===== config.mk =====
export PLATFORM = sky130hd
export DESIGN_NAME = resp_signature_collector
export DESIGN_NICKNAME = d
export VERILOG_FILES = /design/src/rtl/resp_signature_collector.sv
export SDC_FILE = /design/constraint.sdc
export NUM_CORES = 1
export LEC_CHECK = 0
export CAP_MARGIN = 20
export CORE_AREA = 8 8 523 525
export DETAILED_ROUTE_END_ITERATION = 6
export DIE_AREA = 0 0 531 533
export GPL_TIMING_DRIVEN = 0
export MAX_ROUTING_LAYER = met4
export PLACE_DENSITY = 0.3
export SYNTH_ARGS = -nofsm -noshare
export SYNTH_HDL_FRONTEND = slang
export SYNTH_SLANG_ARGS = --single-unit

===== constraint.sdc =====
create_clock -name clk -period 29.7 [get_ports clk]
set_input_delay 5.94 -clock clk [delete_from_list [all_inputs] [get_ports clk]]
set_output_delay 5.94 -clock clk [all_outputs]
set_load 0.02 [all_outputs]

===== src/rtl/resp_signature_collector.sv =====
// Response signature collector: accepts wide words via valid/ready, folds them chunk by chunk into a MISR,
// then compares against exp_sig. Optional macro RESP_CAPTURE_LAST_EN builds the last_data capture register.
module resp_signature_collector #(
  parameter int          DATA_W      = 635,
  parameter int          CHUNK_W     = 32,
  parameter int          NUM_SAMPLES = 22,
  parameter logic [31:0] SEED        = 32'hFFFFFFFF,
  parameter logic [31:0] POLY        = 32'h04C11DB7
) (
  input  logic              clk,
  input  logic              rst,
  input  logic              start,
  input  logic [31:0]       exp_sig,
  input  logic              in_valid,
  input  logic [DATA_W-1:0] in_data,
  output logic              in_ready,
  output logic [31:0]       sig,
  output logic [15:0]       sample_cnt,
  output logic              busy,
  output logic              done,
  output logic              pass,
  output logic [DATA_W-1:0] last_data
);

  localparam int NCHUNK = (DATA_W + CHUNK_W - 1) / CHUNK_W;
  localparam int PAD_W  = NCHUNK * CHUNK_W;
  localparam int IDX_W  = (NCHUNK > 1) ? $clog2(NCHUNK) : 1;
  localparam logic [IDX_W-1:0] LAST_IDX = IDX_W'(NCHUNK - 1);
  localparam logic [15:0]      LAST_CNT = 16'(NUM_SAMPLES - 1);

  typedef enum logic [2:0] {S_IDLE, S_ACCEPT, S_FOLD, S_CHECK, S_DONE} state_t;

  state_t            state, state_nxt;
  logic [PAD_W-1:0]  shreg;
  logic [IDX_W-1:0]  idx;
  logic [31:0]       sig_fold;
  logic              start_run;
  logic              take;
  logic              last_chunk;

  assign start_run  = start && (state == S_IDLE || state == S_DONE);
  assign take       = (state == S_ACCEPT) && in_valid;
  assign last_chunk = (idx == LAST_IDX);
  // The low chunk of the shift register is always the next one to fold.
  assign sig_fold   = {sig[30:0], 1'b0} ^ (sig[31] ? POLY : 32'h0) ^ shreg[CHUNK_W-1:0];

  always_ff @(posedge clk or posedge rst) begin
    if (rst) state <= S_IDLE;
    else     state <= state_nxt;
  end

  always_comb begin
    // NOTE: default assignment first so no path leaves state_nxt unassigned (no latch).
    state_nxt = state;
    case (state)
      S_IDLE, S_DONE: if (start)    state_nxt = S_ACCEPT;
      S_ACCEPT:       if (in_valid) state_nxt = S_FOLD;
      S_FOLD:         if (last_chunk)
                        state_nxt = (sample_cnt == LAST_CNT) ? S_CHECK : S_ACCEPT;
      S_CHECK:        state_nxt = S_DONE;
      default:        state_nxt = S_IDLE;
    endcase
  end

  always_comb begin
    in_ready = 1'b0;
    busy     = 1'b0;
    case (state)
      S_ACCEPT:        begin in_ready = 1'b1; busy = 1'b1; end
      S_FOLD, S_CHECK: busy = 1'b1;
      default:         ;
    endcase
  end

  always_ff @(posedge clk or posedge rst) begin
    if (rst) begin
      sig        <= '0;
      sample_cnt <= '0;
      done       <= 1'b0;
      pass       <= 1'b0;
      idx        <= '0;
    end else begin
      if (start_run) begin
        sig        <= SEED;
        sample_cnt <= '0;
        done       <= 1'b0;
        pass       <= 1'b0;
      end
      if (take) idx <= '0;
      if (state == S_FOLD) begin
        sig <= sig_fold;
        idx <= idx + 1'b1;
        if (last_chunk) sample_cnt <= sample_cnt + 16'd1;
      end
      if (state == S_CHECK) begin
        pass <= (sig == exp_sig);
        done <= 1'b1;
      end
    end
  end

  // NOTE: the word buffer has no reset; its content is only consumed in FOLD, which a reset leaves.
  always_ff @(posedge clk) begin
    if (take)                 shreg <= PAD_W'(in_data);
    else if (state == S_FOLD) shreg <= shreg >> CHUNK_W;
  end

`ifdef RESP_CAPTURE_LAST_EN
  always_ff @(posedge clk or posedge rst) begin
    if (rst)            last_data <= '0;
    else if (start_run) last_data <= '0;
    else if (take)      last_data <= in_data;
  end
`else
  assign last_data = '0;
`endif

endmodule


# Word-level counts from Yosys, hierarchy flattened
# Cells that the tools add are included.
# totals
ff_bits	693
input_bits	671
output_inout_bits	687
word_cells	51
# op_classes
add_sub_neg	2
eq_ne	10
muxes	20
bitwise_logic	2
reduce_logical	10
# ops
op	n
635-bit two-way mux	2
32-bit two-way mux	2
16-bit two-way mux	3
32-bit == test	1
32-bit by 27-bit XOR with 32-bit output	1
32-bit XOR	1
27-bit two-way mux	1
16-bit by 1-bit adder with 16-bit output (second input constant)	1
16-bit by 5-bit == test with 1-bit output (second input constant)	1
3-bit case mux with 4 select lines	1
5-bit two-way mux	2
3-bit two-way mux	3
3-bit by 2-bit == test with 1-bit output (second input constant)	2
2-bit != test (second input constant)	3
2-bit nonzero test	3
5-bit by 1-bit adder with 5-bit output (second input constant)	1
5-bit == test (second input constant)	1
1-bit two-way mux	5
3-bit by 1-bit == test with 1-bit output (second input constant)	1
3-bit == test (second input constant)	1
3-bit zero test	1
3-bit AND reduction	1
3-bit OR reduction	1
1-bit logical AND	2
3 further kinds	3

# Longest topological paths before layout
# depth
word_depth	6
ltp_mapped	8
depth_no_buf	6

# Worst setup path before layout
# No wires, ideal clock.
# synth_timing
path_kind	in2reg
start	input port in_valid
end	register state[1]
setup_time_ns	0.119
arrival_time_ns	19.865
setup_slack_ns	9.716
path_stages	7
cell_sequence	and2_1 -> clkbuf_1 -> buf_2 -> buf_4 -> nor2_1 -> inv_1 -> o31a_1
# synth_via
elab_chain_cells	2
# synth_rtl
element	line_no	rtl
from (decl)	14	input logic in_valid,
2-bit != test (no source line)	--	
3-bit AND reduction (no source line)	--	
to (signal assigned)	49	else state <= state_nxt;
to (decl)	33	state_t state, state_nxt;
# Every way passes these cells.
# A chain may end at the register's enable or synchronous reset.

# Worst setup path after layout
# layout_timing
start	input port in_valid
end	register shreg[529], enable pin
# layout_via
elab_chain_cells	2
# layout_rtl
element	line_no	rtl
1-bit logical AND	42	assign take = (state == S_ACCEPT) && in_valid;
2-bit nonzero test (no source line)	--	
to (signal assigned)	104	if (take) shreg <= PAD_W'(in_data);
to (signal assigned)	105	else if (state == S_FOLD) shreg <= shreg >> CHUNK_W;
to (decl)	34	logic [PAD_W-1:0] shreg;
# Every way passes these cells.

==> results.json <==
{
  "grt_use_total_pct": 10.3,
  "total_power_mw": 4.28,
  "antenna_left": 0,
  "die_w_um": 531,
  "synth.top_cells.by_count": "buf_4, edfxtp_1, mux2_1, mux2_2, dfrtp_1",
  "post_synth.cell_area_avg_um2": 14.9,
  "syn2layout_area_growth_pct": 51.1,
  "cts_resized": 0,
  "post-place-ws_ns": 18.33,
  "crit_top_cell": "buf_16",
  "worstReg2RegStart": "state[2]$_DFFE_PP0P_",
  "clk_path_buf_depth": 3,
  "viasPerCell": 2.77,
  "rows": 190,
  "antenna_found_initial": 162,
  "grt_setup_unrepaired": "false",
  "dr.pass1.iters": 5,
  "worstPathMaxFanout": 95,
  "cts_buffers": 97,
  "final-setup-viol-count": 0,
  "cts.sinks": 693,
  "path_cells": "buf_2 -> and2_1 -> clkbuf_1 -> buf_2 -> buf_4 -> nor2_1 -> inv_8 -> buf_16 -> buf_16 -> buf_16 -> buf_16",
  "placed_cells": 7228,
  "synth_most_common_cell": "buf_4",
  "cts_tree": "done",
  "routed_wl_um": 150000,
  "min_period_ns": 10.19,
  "drv_slew": 0,
  "grt_max_degree": 103,
  "route.vias.total": 20800,
  "start_util_pct": 13.0,
  "postCtsSetupBuffers": 0,
  "grt_pass1_wl_um": 194000,
  "synth_area_leaders": "edfxtp_1, buf_4, mux2_1",
  "slew_headroom_pct": 44.0,
  "ctsHtreeMaxLevel": 3,
  "clock_tree.root_cell": "clkbuf_16",
  "overflow": 0,
  "finalHoldViolCount": 0,
  "utilization_pct": 19.6,
  "ys_seq_elements": 693,
  "ys_types": 46,
  "die-area_um2": 283000,
  "critical-path-max-stage-delay_ns": 0.56,
  "wire_per_inst_um": 19.9,
  "core-area_um2": 266000,
  "layout-drive-gt1-share_pct": 28.8,
  "grt_pass1_vias": 21400,
  "max_freq_ghz": 0.0982,
  "power.leakage_nw": 19.9,
  "yosysWarnings": 0,
  "status": "finished clean",
  "synth_edf_count": 635,
  "hold_class": "reg -> reg",
  "min_delay_path_depth": 2,
  "crit_path_end_kind": "register",
  "drtIter0Drc": 842,
  "setup_slack_ns": 19.51,
  "fin_crit_sh_pct": 34.3,
  "yosysTopAreaCell": "edfxtp_1",
  "crit_type": "in -> reg",
  "ys_seq_area_share_pct": 59.5,
  "arrival_ns": 10.54,
  "ir_worst_vdd_v": 0.0000624,
  "drv_cap": 0,
  "nets": 4449,
  "synth_top_area_share_pct": 55.3,
  "power_density_nw_per_um2": 82.2,
  "syn_inst": 2312,
  "ioPinCount": 1358,
  "required_ns": 30.05,
  "reg2regPathDepth": 11,
  "startpoint_type": "input port",
  "clock-skew-final_ns": 0.0486,
  "hpwlAfterDp_um": 123000,
  "worstHoldStart": "done$_DFFE_PP0P_",
  "io_buffers": 722,
  "clk_latency_ns": 0.75,
  "min_to": "done$_DFFE_PP0P_",
  "regToRegSetupSlack_ns": 24.37,
  "synthFlopType": "edfxtp_1",
  "slowest_stage": "inv_8",
  "syn_area_um2": 34500,
  "die_y_um": 533,
  "worst_pin_slew_ns": 0.840,
  "cts_hold_buf": 0,
  "async_flop_share_pct": 8.37,
  "place_congestion": 0.756,
  "clk_pin_slew_ns": 0.06,
  "timing.rr.end": "shreg[529]$_DFFE_PP_",
  "drt_drc_violations_left": 0,
  "finalNonFillerCells": 7538,
  "tns_ns": 0
}
==> sequential cells by signal, indices dropped and copies added (netlist names) <==
register and count:
shreg 635, sig 32, sample_cnt 16, idx 5, state 3, done 1
pass 1
==> layout make-up <==
class                   instances  area [µm²]
fillers                     29000      214000
well taps                    3552        4440
clock inverters                56         477
clock buffers                 121        2520
repair buffers                730        7430
diodes                        133         333
multi-input cells            1528       11000
plain buffers                 720        5270
inverters                       5        28.8
flip-flops and latches        693       20500
==> where the power goes <==
part,internal (mW),switching [mW],total [mW]
Sequential,1.71,0.147,1.86
Combinational,0.577,0.722,1.30
Clock,0.631,0.492,1.12
==> logic make-up (layout without fill, tap and decap cells) <==
| logic type | count (synthesis) | count (layout) | share of synthesized area, % |
|---|---|---|---|
| buffers and inverters | 725 | 1632 | 15.3 |
| flip-flops | 693 | 693 | 59.5 |
| multiplexers | 604 | 604 | 19.7 |
| AND/OR/NAND/NOR | 144 | 144 | 2.28 |
| XOR/XNOR | 81 | 81 | 2.06 |
| AO/OA/AOI/OAI | 61 | 61 | 0.933 |
| adder cells (fa/ha/maj) | 3 | 3 | 0.109 |
| other | 1 | 768 | 0.0109 |
==> cell usage in the layout (no fill, tap or decap), drive strengths merged, types with 2 or more instances in the layout <==
cell type      Yosys  layout
nor3               3       3
conb               1     635
clkinv             0      47
clkdlybuf4s50      0     721
nand3             17      17
mux2             603     603
bufinv             0       3
clkbuf            11     132
ha                 3       3
nor4               8       8
nor2              42      42
buf              709     718
nand2             16      16
and2               2       2
and4               2       2
dfrtp             58      58
xor2              35      35
a31oi              3       3
a21oi             34      34
xnor2             46      46
diode              0     133
o21ai             19      19
inv                5      10
nor3b              3       3
or3                2       2
nand4             10      10
edfxtp           635     635
and3              32      32
==> per-layer routing <==
layer	up-vias	GRT usage, %	part of all wire [%]
met4	0	2.75	2.2
met1	9537	9.95	36
met2	850	18.1	52
met5	-	-	0
li1	10300	-	-
met3	195	5.29	11
==> through the flow <==
step | hold WS [ns] | cell area, µm²
after floorplan | 0.464 | 36800
after global placement | 0.464 | 48500
after detailed placement | 0.475 | 48700
after CTS | 0.489 | 51700
after global routing | 0.520 | 52000
final | 0.483 | 52100
==> critical path, delay by kind of cell <==
| kind | cells | cell delay (ns) |
|---|---|---|
| simple gates | 2 | 0.47 |
| buf+inv | 9 | 3.64 |
==> worst max path at each step <==
stage                         from                  endpoint  slack [ns]  cells after the start
after detailed placement  in_valid  shreg[615]$_SDFFCE_PN0P_       18.33                     11
after CTS                 in_valid      shreg[561]$_DFFE_PP_       19.16                     11
after floorplan           in_valid      state[1]$_DFFE_PP0P_        9.72                      7
after global placement    in_valid  shreg[607]$_SDFFCE_PN0P_       -2.13                      7
final                     in_valid      shreg[529]$_DFFE_PP_       19.51                     11
after global routing      in_valid      shreg[497]$_DFFE_PP_       19.02                     11
Power figures use the tool's default switching activity.
